**src/rtl/lcd_uart_tx_if.sv**
```systemverilog
// Push-side and status signals of the LCD UART transmitter.
// The serial line itself (txd) travels with them.
interface lcd_uart_tx_if #(
    parameter int FIFO_AW = 4
);
    logic               wr_en;
    logic [7:0]         wr_data;
    logic               clr_ovf;
    logic               full;
    logic               empty;
    logic [FIFO_AW:0]   count;
    logic               ovf;
    logic               busy;
    logic               txd;

    modport master (
        output wr_en, wr_data, clr_ovf,
        input  full, empty, count, ovf, busy, txd
    );

    modport slave (
        input  wr_en, wr_data, clr_ovf,
        output full, empty, count, ovf, busy, txd
    );
endinterface

```
**src/rtl/lcd_uart_tx.sv**
```systemverilog
// 8N1 UART transmitter with a byte FIFO, driving the serial LCD link.
// Each bit lasts exactly CLK_DIV clocks; back-to-back frames have no idle gap.
module lcd_uart_tx #(
    parameter int CLK_DIV = 1042,
    parameter int FIFO_AW = 4
) (
    input  logic         sysclk,
    input  logic         nsysreset,
    lcd_uart_tx_if.slave bus
);
    localparam int DEPTH = 2 ** FIFO_AW;
    localparam int BW    = $clog2(CLK_DIV);
    localparam logic [BW-1:0]    BAUD_RELOAD = BW'(CLK_DIV - 1);
    localparam logic [FIFO_AW:0] FULL_COUNT  = (FIFO_AW + 1)'(DEPTH);

    localparam logic [1:0] ST_IDLE  = 2'd0;
    localparam logic [1:0] ST_START = 2'd1;
    localparam logic [1:0] ST_DATA  = 2'd2;
    localparam logic [1:0] ST_STOP  = 2'd3;

    logic [7:0]         mem [DEPTH];
    logic [FIFO_AW-1:0] wr_ptr;
    logic [FIFO_AW-1:0] rd_ptr;
    logic [FIFO_AW:0]   count;
    logic               ovf;
    logic [1:0]         state;
    logic [BW-1:0]      baud_cnt;
    logic [2:0]         bit_idx;
    logic [7:0]         shift_reg;
    logic               txd;
    logic               full;
    logic               empty;
    logic               push;
    logic               pop;

    assign full  = (count == FULL_COUNT);
    assign empty = (count == '0);
    assign push  = bus.wr_en && !full;
    // A frame is loaded from idle, or straight out of a finished stop bit.
    assign pop   = !empty && ((state == ST_IDLE) ||
                              (state == ST_STOP && baud_cnt == '0));

    assign bus.full  = full;
    assign bus.empty = empty;
    assign bus.count = count;
    assign bus.ovf   = ovf;
    assign bus.busy  = (state != ST_IDLE);
    assign bus.txd   = txd;

    always_ff @(posedge sysclk) begin
        if (push)
            mem[wr_ptr] <= bus.wr_data;
    end

    always_ff @(posedge sysclk or negedge nsysreset) begin
        if (!nsysreset) begin
            wr_ptr <= '0;
            rd_ptr <= '0;
            count  <= '0;
            ovf    <= 1'b0;
        end else begin
            if (push)
                wr_ptr <= wr_ptr + 1'b1;
            if (pop)
                rd_ptr <= rd_ptr + 1'b1;
            case ({push, pop})
                2'b10:   count <= count + 1'b1;
                2'b01:   count <= count - 1'b1;
                default: count <= count;
            endcase
            // A fresh overflow outranks a simultaneous clear.
            if (bus.wr_en && full)
                ovf <= 1'b1;
            else if (bus.clr_ovf)
                ovf <= 1'b0;
        end
    end

    always_ff @(posedge sysclk or negedge nsysreset) begin
        if (!nsysreset) begin
            state     <= ST_IDLE;
            baud_cnt  <= '0;
            bit_idx   <= '0;
            shift_reg <= '0;
            txd       <= 1'b1;
        end else begin
            case (state)
                ST_IDLE: begin
                    txd <= 1'b1;
                    if (pop) begin
                        shift_reg <= mem[rd_ptr];
                        baud_cnt  <= BAUD_RELOAD;
                        txd       <= 1'b0;
                        state     <= ST_START;
                    end
                end
                ST_START: begin
                    if (baud_cnt == '0) begin
                        baud_cnt <= BAUD_RELOAD;
                        bit_idx  <= '0;
                        txd      <= shift_reg[0];
                        state    <= ST_DATA;
                    end else begin
                        baud_cnt <= baud_cnt - 1'b1;
                    end
                end
                ST_DATA: begin
                    if (baud_cnt == '0) begin
                        baud_cnt <= BAUD_RELOAD;
                        if (bit_idx == 3'd7) begin
                            txd   <= 1'b1;
                            state <= ST_STOP;
                        end else begin
                            shift_reg <= shift_reg >> 1;
                            txd       <= shift_reg[1];
                            bit_idx   <= bit_idx + 1'b1;
                        end
                    end else begin
                        baud_cnt <= baud_cnt - 1'b1;
                    end
                end
                ST_STOP: begin
                    if (baud_cnt == '0) begin
                        if (pop) begin
                            shift_reg <= mem[rd_ptr];
                            baud_cnt  <= BAUD_RELOAD;
                            txd       <= 1'b0;
                            state     <= ST_START;
                        end else begin
                            txd   <= 1'b1;
                            state <= ST_IDLE;
                        end
                    end else begin
                        baud_cnt <= baud_cnt - 1'b1;
                    end
                end
                default: begin
                    txd   <= 1'b1;
                    state <= ST_IDLE;
                end
            endcase
        end
    end
endmodule

```
**src/flat_wrapper.sv**
```systemverilog
// flat-port wrapper written by rule: the top's interface ports become plain ports
module lcd_uart_tx_flat 
#(
    parameter int CLK_DIV = 1042,
    parameter int FIFO_AW = 4
)
  (sysclk, nsysreset, bus_wr_en, bus_wr_data, bus_clr_ovf, bus_full, bus_empty, bus_count, bus_ovf, bus_busy, bus_txd);
  lcd_uart_tx_if #(.FIFO_AW(FIFO_AW)) bus_i ();
  input  logic sysclk;
  input  logic nsysreset;
  input wire logic [$bits(bus_i.wr_en)-1:0] bus_wr_en;
  input wire logic [$bits(bus_i.wr_data)-1:0] bus_wr_data;
  input wire logic [$bits(bus_i.clr_ovf)-1:0] bus_clr_ovf;
  output wire logic [$bits(bus_i.full)-1:0] bus_full;
  output wire logic [$bits(bus_i.empty)-1:0] bus_empty;
  output wire logic [$bits(bus_i.count)-1:0] bus_count;
  output wire logic [$bits(bus_i.ovf)-1:0] bus_ovf;
  output wire logic [$bits(bus_i.busy)-1:0] bus_busy;
  output wire logic [$bits(bus_i.txd)-1:0] bus_txd;
  assign bus_i.wr_en = bus_wr_en;
  assign bus_i.wr_data = bus_wr_data;
  assign bus_i.clr_ovf = bus_clr_ovf;
  assign bus_full = bus_i.full;
  assign bus_empty = bus_i.empty;
  assign bus_count = bus_i.count;
  assign bus_ovf = bus_i.ovf;
  assign bus_busy = bus_i.busy;
  assign bus_txd = bus_i.txd;
  lcd_uart_tx #(.CLK_DIV(CLK_DIV), .FIFO_AW(FIFO_AW)) u_core (.sysclk(sysclk), .nsysreset(nsysreset), .bus(bus_i));
endmodule
```
**config.mk**
```make
export PLATFORM = sky130hd
export DESIGN_NAME = lcd_uart_tx_flat
export DESIGN_NICKNAME = d
export VERILOG_FILES = /design/src/rtl/lcd_uart_tx_if.sv /design/src/rtl/lcd_uart_tx.sv /design/src/flat_wrapper.sv
export SDC_FILE = /design/constraint.sdc
export NUM_CORES = 1
export LEC_CHECK = 0
export ABC_AREA = 1
export BUFFER_PORTS_ARGS = -buffer_cell sky130_fd_sc_hd__buf_4
export CORE_MARGIN = 2
export CORE_UTILIZATION = 61
export CTS_BUF_LIST = sky130_fd_sc_hd__clkbuf_8
export DETAILED_ROUTE_END_ITERATION = 7
export GPL_TIMING_DRIVEN = 0
export PLACE_DENSITY = 0.78
export SLEW_MARGIN = 20
export SYNTH_ARGS = -nofsm -noshare
export SYNTH_HDL_FRONTEND = slang
export SYNTH_SLANG_ARGS = --single-unit
```
**constraint.sdc**
```tcl
create_clock -name sysclk -period 4.5 [get_ports sysclk]
set_input_delay 0.9 -clock sysclk [delete_from_list [all_inputs] [get_ports sysclk]]
set_output_delay 0.9 -clock sysclk [all_outputs]
set_load 0.005 [all_outputs]
```
# [Yosys cells after proc, flatten, opt, wreduce, memory -nomap -nowiden]
# Memory sizes are Yosys's and may differ from the RTL's.
# Cells that the tools add are included.
[totals] regBits=39 elab_cells=80 ram_bits=128 output_inout_bits=10 mem_count=1
[classes] eq_ne=13 n_addsub=6 n_reduce_logical=20 muxes=31
[memory_table] name="u_core.mem" words=16 width=8 read_ports=1 rd_clocked_by_memory_dff=0 write_ports=1 line="lcd_uart_tx.sv:21" rtl="logic [7:0] mem [DEPTH];"
[ops] operator="$mux 11" count=3
[ops] operator="$pmux 11 s3" count=1
[ops] operator="$mux 8" count=4
[ops] operator="$pmux 8 s3" count=1
[ops] operator="$logic_not 11->1" count=1
[ops] operator="$sub 11x1->11 const B" count=1
[ops] operator="$mux 1" count=10
[ops] operator="$mux 2" count=5
[ops] operator="$pmux 5 s2" count=1
[ops] operator="$mux 3" count=3
[ops] operator="$add 4x1->4 const B" count=2
[ops] operator="$ne 2x1->1 const B" count=4
[ops] operator="$pmux 2 s4" count=1
[ops] operator="$reduce_and 4->1" count=2
[ops] operator="$reduce_bool 2->1" count=4
[ops] operator="$eq 2x2->1 const B" count=3
[ops] operator="$pmux 3 s2" count=1
[ops] operator="$add 5x1->5 const B" count=1
[ops] operator="$eq 5x5->1 const B" count=1
[ops] operator="$logic_not 5->1" count=1
[ops] operator="$reduce_and 5->1" count=1
[ops] operator="$sub 5x1->5 const B" count=1
[ops] operator="$eq 2x1->1 const B" count=2
[ops] operator="$logic_and 1x1->1" count=4
[ops] operator="other kinds (10)" count=12

# [Depth between registers and ports, before layout]
# Gate-level depths: netlist of the first run.
[logic_depth] ltp_word=7 depth_mapped=17

# [Worst setup path after synthesis of the first run]
# Ideal clock, no wire load.
[synth_path] path_kind="register to register" start="reg u_core.baud_cnt[0]" end="reg u_core.count[4], in the netlist u_core.bus.count[4]" synth_period_minus_slack_ns=2.443 setup_ns=0.116 arrival_ns=2.326 path_stages_with_launch=18 path_buffers=0 slack_ns=2.057 cell_sequence="dfrtp_1 -> inv_1 -> ha_1 -> nand2_1 -> nor2_4 -> nand3_2 -> a21oi_4 -> ha_1 -> xor2_1 -> ha_1 -> a21o_1 -> nand2_1 -> nand2_1 -> nand2_1 -> nand2_1 -> xor2_1 -> nand2_1 -> nand2_1"
[synth_between] elab_chain_len=6
[synth_lines] element="start, declared" line="lcd_uart_tx.sv:27" rtl="logic [BW-1:0] baud_cnt;"
[synth_lines] element="start signal, assigned" line="lcd_uart_tx.sv:104" rtl="baud_cnt <= baud_cnt - 1'b1;"
[synth_lines] element="start signal, assigned" line="lcd_uart_tx.sv:119" rtl="baud_cnt <= baud_cnt - 1'b1;"
[synth_lines] element="start signal, assigned" line="lcd_uart_tx.sv:134" rtl="baud_cnt <= baud_cnt - 1'b1;"
[synth_lines] element="$logic_not 11->1 *" line="lcd_uart_tx.sv:41" rtl="(state == ST_STOP && baud_cnt == '0));"
[synth_lines] element="$logic_and 1x1->1 *" line="lcd_uart_tx.sv:41"
[synth_lines] element="$logic_or 1x1->1 *" line="lcd_uart_tx.sv:40" rtl="assign pop = !empty && ((state == ST_IDLE) ||"
[synth_lines] element="$logic_and 1x1->1 *" line="lcd_uart_tx.sv:40"
[synth_lines] element="net u_core.pop" line="lcd_uart_tx.sv:34" rtl="logic pop;"
[synth_lines] element="$eq 2x1->1 / $eq 2x2->1 (equally long branches)" line="lcd_uart_tx.sv:66" rtl="case ({push, pop})"
[synth_lines] element="$pmux 5 s2 / $reduce_bool 2->1 (equally long branches)"
[synth_lines] element="end signal, assigned" line="lcd_uart_tx.sv:67" rtl="2'b10: count <= count + 1'b1;"
[synth_lines] element="end signal, assigned" line="lcd_uart_tx.sv:68" rtl="2'b01: count <= count - 1'b1;"
[synth_lines] element="end signal, assigned" line="lcd_uart_tx.sv:69" rtl="default: count <= count;"
[synth_lines] element="end, declared" line="lcd_uart_tx.sv:24" rtl="logic [FIFO_AW:0] count;"
# Mark *: on every way through the listed nets, which the timed path passes. The rest lies on a longest branch.
# A chain may end at the register's enable or synchronous reset.

# [Worst setup path in the final report of the first run]
# Same ends and word-level chain as after synthesis.

==> summary.txt, run 1 <==
Die
  – Die height: 117 um
  – Die W: 117 um
  – IO Pins: 22
  – Core area: 12,500 um2
  – # rows: 41
  – Die area: 13,700 um2
  – Starting Density: 62.1%

Synthesis
  – Seq/Total Area, Yosys: 62.0%
  – EDFF count, synth: 128
  – Post-synthesis average cell area: 9.71 um2
  – Asr flop ratio synth: 23.4%
  – Synth cell types: 33
  – Post-Syn Instances: 801
  – Synthesized Nets: 831
  – Most common flop cell mapped by yosys: edfxtp_1
  – Synthesis Warnings: 0
  – Seq cells post-synth: 167
  – Syn Std Cell Area: 7780 um2

Global route
  – Vias in the first global route: 5,276
  – Tot GR Track Use: 27.5%
  – Global route overflow: 0
  – Initial antenna violation count: 0
  – Largest net degree at the start of global routing: 40
  – First-pass GRT wire length: 27,300 um

Timing
  – Relative slew slack: 42.4%
  – Fin. Hold Viols: 0
  – Hold slack: 392 ps
  – Maximum clock rate: 350 MHz
  – Final period util: 63.5%
  – Max-slew violations: 0
  – Slew @ Worst Pin: 861 ps
  – Final min period: 2860 ps
  – Final Skew: 14.9 ps
  – RSZ-0062 raised after global routing: no
  – Final setup viols: 0
  – Setup TNS: 0 ps

Pwr
  – Total Power: 3.37 mW
  – Pwr Density: 395 nW/um2
  – Leakage power: 3.75 nW
  – Peak VDD IR: 0.000375 V

Clock tree
  – Reg clk slew, reported paths: 90 ps
  – Hold buffers post-CTS: 0
  – CTS tree: built
  – Later-pin clock latency in the skew report: 480 ps
  – Depth of the CTS H-tree: 4
  – Maximum clock path buffer count: 2
  – Post-CTS Setup Bufs: 0
  – Cts bufs inserted: 17
  – CTS root buf: clkbuf_8
  – CTS resizes: 0
  – Clock Sinks: 167

Critical path
  – Worst path required time: 4920 ps
  – Worst-path fanout max: 9
  – Startpoint Class: flop
  – Setup crit end kind: flop
  – WS Path Type: reg -> reg
  – Worst Path Arrival: 3280 ps

Finish
  – Share of layout cells above drive strength 1: 10.1%
  – Multi-input logic area: 2440 um2
  – Most frequent cells in the layout: 273 x nand2_1, 128 x edfxtp_1, 93 x inv_1, 87 x nand3_1, 50 x nor2_1
  – Layout area overhead: 9.72%
  – Filler Cell Count: 965
  – Reg area: 4820 um2
  – Layout Nets: 871
  – Commonest non-fill, non-tap cell in the layout: nand2_1
  – Largest register FFs: 128
  – # diodes: 0

Status
  – Status: finished clean

Detailed routing
  – Drt wl/cell: 17.0 um
  – WL final: 17,500 um
  – Via density per instance: 5.41
  – Violation count after the first detailed-route iteration: 768
  – Routed vias: 5,555
  – Number of nets still failing antenna checks after routing: 0
  – Drt first pass iters: 6
  – # DRC: 0

Place
  – Port buffer count: 21
  – Hpwl dp: 12,000 um
  – GPL Wtd Cong: 0.946

Hold path
  – Hold/Removal Path Class: in -> async

Job
  – MaxCap Viol Count: 0
==> synth_stat cells (4+ instances only) <==
cell      count  area share, %
a21oi_1       8           0.51
buf_2        15           0.97
buf_4         5           0.48
clkbuf_1      4           0.19
dfrtp_1      38             12
edfxtp_1    128             49
ha_1         18            2.9
inv_1        93            4.5
inv_2         4           0.19
nand2_1     273             13
nand2_2       4           0.32
nand3_1      87            5.6
nand4_1       6           0.48
nor2_1       50            2.4
o21ai_0      15           0.97
o21ai_1       6           0.39
o22ai_1       8           0.64
xor2_1       17            1.9
==> final timing paths <==
path	startpoint	to	depth (start not counted)	slack [ps]
worst max-delay path	u_core.baud_cnt[0]	u_core.bus.count[4]	17	1640
worst min-delay path	nsysreset	u_core.rd_ptr[3]	1	390
worst max register to register	u_core.baud_cnt[0]	u_core.bus.count[4]	17	1640
worst min register to register	u_core.shift_reg[7]	u_core.shift_reg[7]	2	490
max in group asynchronous	nsysreset	u_core.wr_ptr[1]	1	3750
min in group sysclk	u_core.shift_reg[7]	u_core.shift_reg[7]	2	490
==> metal layers <==
layer | vias up | track usage [%] | wire length (um)
met5 | - | 0 | 0
li1 | 2676 | - | -
met3 | 29 | 7.26 | 1450
met2 | 233 | 44.2 | 8610
met4 | 0 | 7.84 | 272
met1 | 2617 | 37.4 | 7130
==> power by group <==
| group | switching, mW | internal [mW] |
|---|---|---|
| sequential | 0.0737 | 1.82 |
| combinational | 0.291 | 0.135 |
| clock | 0.558 | 0.493 |
==> cell type report <==
| class | count | share of cell area (%) |
|---|---|---|
| sequential | 167 | 56.5 |
| multi-input combinational | 508 | 28.7 |
| inverter | 100 | 4.40 |
| clock buffer | 17 | 2.74 |
| tap | 172 | 2.52 |
| timing repair buffer | 21 | 1.85 |
| clock inverter | 15 | 1.75 |
| buffer | 26 | 1.58 |
==> through the flow <==
step	util [%]	area, um2	cells	worst slack, ps
finish	68.2	8530	1026	1640
global route	68.2	8530	1026	1420
CTS	68.2	8530	1026	1650
detailed placement	65.1	8150	994	1660
global placement	65.1	8150	994	1790
floorplan	-	7780	801	2060
==> kinds of logic after synthesis <==
family	count (synthesis)	synth area share, %
simple gates	426	22.7
buf+inv	126	6.56
xor+xnor	20	2.25
flops	167	62.0
compound gates	44	3.59
fa+ha+maj	18	2.90
==> critical path, cell delays in order, from the launching register on <==
cell     delay (ps)
dfrtp_1         380
inv_1           140
ha_1            210
nand2_1         100
nor2_4          150
nand3_2         120
a21oi_4         340
ha_1            330
xor2_1          220
ha_1            180
a21o_1          100
nand2_1          80
nand2_1          80
nand2_1          50
nand2_1          70
xor2_1          140
nand2_1          70
nand2_1          60
(Power assumes the default switching activity.)
==> inputs of run 2 (changes only) <==
--- a/config.mk
+++ b/config.mk
@@ -8,7 +8,7 @@
 export ABC_AREA = 1
 export BUFFER_PORTS_ARGS = -buffer_cell sky130_fd_sc_hd__buf_4
 export CORE_MARGIN = 2
-export CORE_UTILIZATION = 61
+export CORE_UTILIZATION = 58
 export CTS_BUF_LIST = sky130_fd_sc_hd__clkbuf_8
 export DETAILED_ROUTE_END_ITERATION = 7
 export GPL_TIMING_DRIVEN = 0
==> constraint.sdc (replaced) <==
create_clock -name sysclk -period 2.4 [get_ports sysclk]
set_input_delay 0.48 -clock sysclk [delete_from_list [all_inputs] [get_ports sysclk]]
set_output_delay 0.48 -clock sysclk [all_outputs]
set_load 0.005 [all_outputs]
==> run 2 against run 1 <==
  * The flow now finishes with violations (setup timing)
  * Critical path depth unchanged
  * Power up 83%
  * Via count up 4.7%
  * Fmax up 16%
  * Core utilization down 2.1 points
  * First-iteration DRC count down 13%
  * Hold slack worse by 180 ps
  * Setup slack worse by 1700 ps
  * Sequential share of layout area down 1.2 points
  * Final cell count up 2.3%
  * Global-route usage down 1.9 points
  * Non-clock buffer count up 20
  * Critical path type unchanged
  * Largest cell class unchanged
==> summary.txt, run 2 (synthesis results as in run 1) <==
Die
  – Die W: 120 um
  – Die area: 14,300 um2
  – Core area: 13,200 um2
  – # rows: 42
  – Die height: 120 um
  – Starting Density: 59.0%
  – IO Pins: 22

Status
  – Failing checks: setup timing
  – Status: finished, violations left

Timing
  – Fin. Hold Viols: 0
  – Maximum clock rate: 407 MHz
  – Setup TNS: -59.6 ps
  – Relative slew slack: 46.4%
  – Slew @ Worst Pin: 801 ps
  – Final min period: 2460 ps
  – RSZ-0062 raised after global routing: yes
  – Final Skew: 19.2 ps
  – Final period util: 102%
  – Worst setup margin: -59.6 ps
  – Max-slew violations: 0
  – Final setup viols: 1

Hold path
  – Hold Crit Start: bus_clr_ovf
  – Hold/Removal Path Class: in -> reg

Global route
  – Initial antenna violation count: 0
  – Global route overflow: 0
  – Tot GR Track Use: 25.6%
  – Vias in the first global route: 5,532
  – Largest net degree at the start of global routing: 40
  – First-pass GRT wire length: 27,800 um

Place
  – GPL Wtd Cong: 0.933
  – Port buffer count: 21
  – Hpwl dp: 11,800 um

Clock tree
  – Depth of the CTS H-tree: 4
  – CTS root buf: clkbuf_8
  – CTS tree: built
  – Maximum clock path buffer count: 2
  – Reg clk slew, reported paths: 80 ps
  – Later-pin clock latency in the skew report: 470 ps
  – Cts bufs inserted: 17
  – Clock Sinks: 167

Detailed routing
  – Via density per instance: 5.54
  – Drt wl/cell: 17.0 um
  – Violation count after the first detailed-route iteration: 672
  – Number of nets still failing antenna checks after routing: 0
  – WL final: 17,800 um
  – # DRC: 0
  – Drt first pass iters: 5
  – Routed vias: 5,814

Critical path
  – Worst reg2reg startpoint: u_core.baud_cnt[1]
  – Worst path required time: 2800 ps
  – WS Path Type: reg -> reg
  – CP Launch Point: u_core.baud_cnt[1]
  – Worst-path fanout max: 3
  – Setup crit end kind: flop
  – Startpoint Class: flop
  – Worst Path Arrival: 2860 ps

Finish
  – Share of layout cells above drive strength 1: 13.5%
  – Most frequent cells in the layout: 270 x nand2_1, 128 x edfxtp_1, 91 x inv_1, 87 x nand3_1, 47 x nor2_1
  – Layout area overhead: 12.0%
  – Layout Nets: 891
  – # diodes: 0
  – Largest register FFs: 128
  – Commonest non-fill, non-tap cell in the layout: nand2_1

Pwr
  – Peak VDD IR: 0.000543 V
  – Pwr Density: 709 nW/um2
  – Leakage power: 3.82 nW
  – Total Power: 6.18 mW

Job
  – MaxCap Viol Count: 0
## run 2: stage by stage
stage               hold slack, ps  util (%)  instance area [um2]  cells  worst slack, ps
floorplan                      184         -                 7790    801             3.70
global placement               464      61.9                 8170    998             -228
detailed placement             465      61.9                 8170    998             -328
CTS                            190      64.9                 8560   1035             2.70
global route                   237      66.1                 8710   1050             -245
finish                         213      66.1                 8710   1050            -59.6
## run 2: final timing paths
check | to | slack (ps) | depth (start not counted)
min in group asynchronous | u_core.shift_reg[4] | 520 | 2
hold / removal | u_core.bus.ovf | 210 | 2
setup reg to reg | u_core.bus.count[4] | -60 | 17
max in group asynchronous | u_core.rd_ptr[3] | 1510 | 2
setup / recovery | u_core.bus.count[4] | -60 | 17
hold reg to reg | u_core.shift_reg[3] | 490 | 2
## run 2: cell type report
class | instances | area (um2)
multi-input combinational | 508 | 2510
fill | 996 | 4480
clock buffer | 17 | 234
buffer | 26 | 135
clock inverter | 15 | 101
inverter | 100 | 375
sequential | 167 | 4820
timing repair buffer | 41 | 310
tap | 176 | 220
## run 2: routing by layer
layer	vias to the layer above	wire length, um	global-route usage [%]
met4	0	390	9.85
met3	46	1430	5.99
met5	-	0	0
met1	2752	7170	33.2
met2	299	8850	42.0
li1	2717	-	-
## run 2: repair_timing
item,4_1_cts,5_1_grt
endpoints found under the hold margin,36,0
hold buffers,1,0
endpoints found under the setup margin,3,27
gates resized for setup,4,12
buffers inserted,4,15
pin swaps,4,10
## run 2: worst max-delay path, cell delays in order, from the launching register on
cell and delay, ps:
dfrtp_1 400, inv_2 100, ha_4 160, nand2_4 60, nor2_4 140, nand3_4 100
a21oi_4 220, ha_4 190, xor2_2 160, ha_2 190, a21o_1 110, nand2_2 70
nand2_1 70, nand2_1 60, nand2_2 80, xor2_1 150, nand2_1 70, nand2_1 70
## run 2: power breakdown
group          switching [mW]  internal, mW
logic                   0.554         0.286
registers               0.142          3.42
clock network            1.07         0.714
total                    1.76          4.42
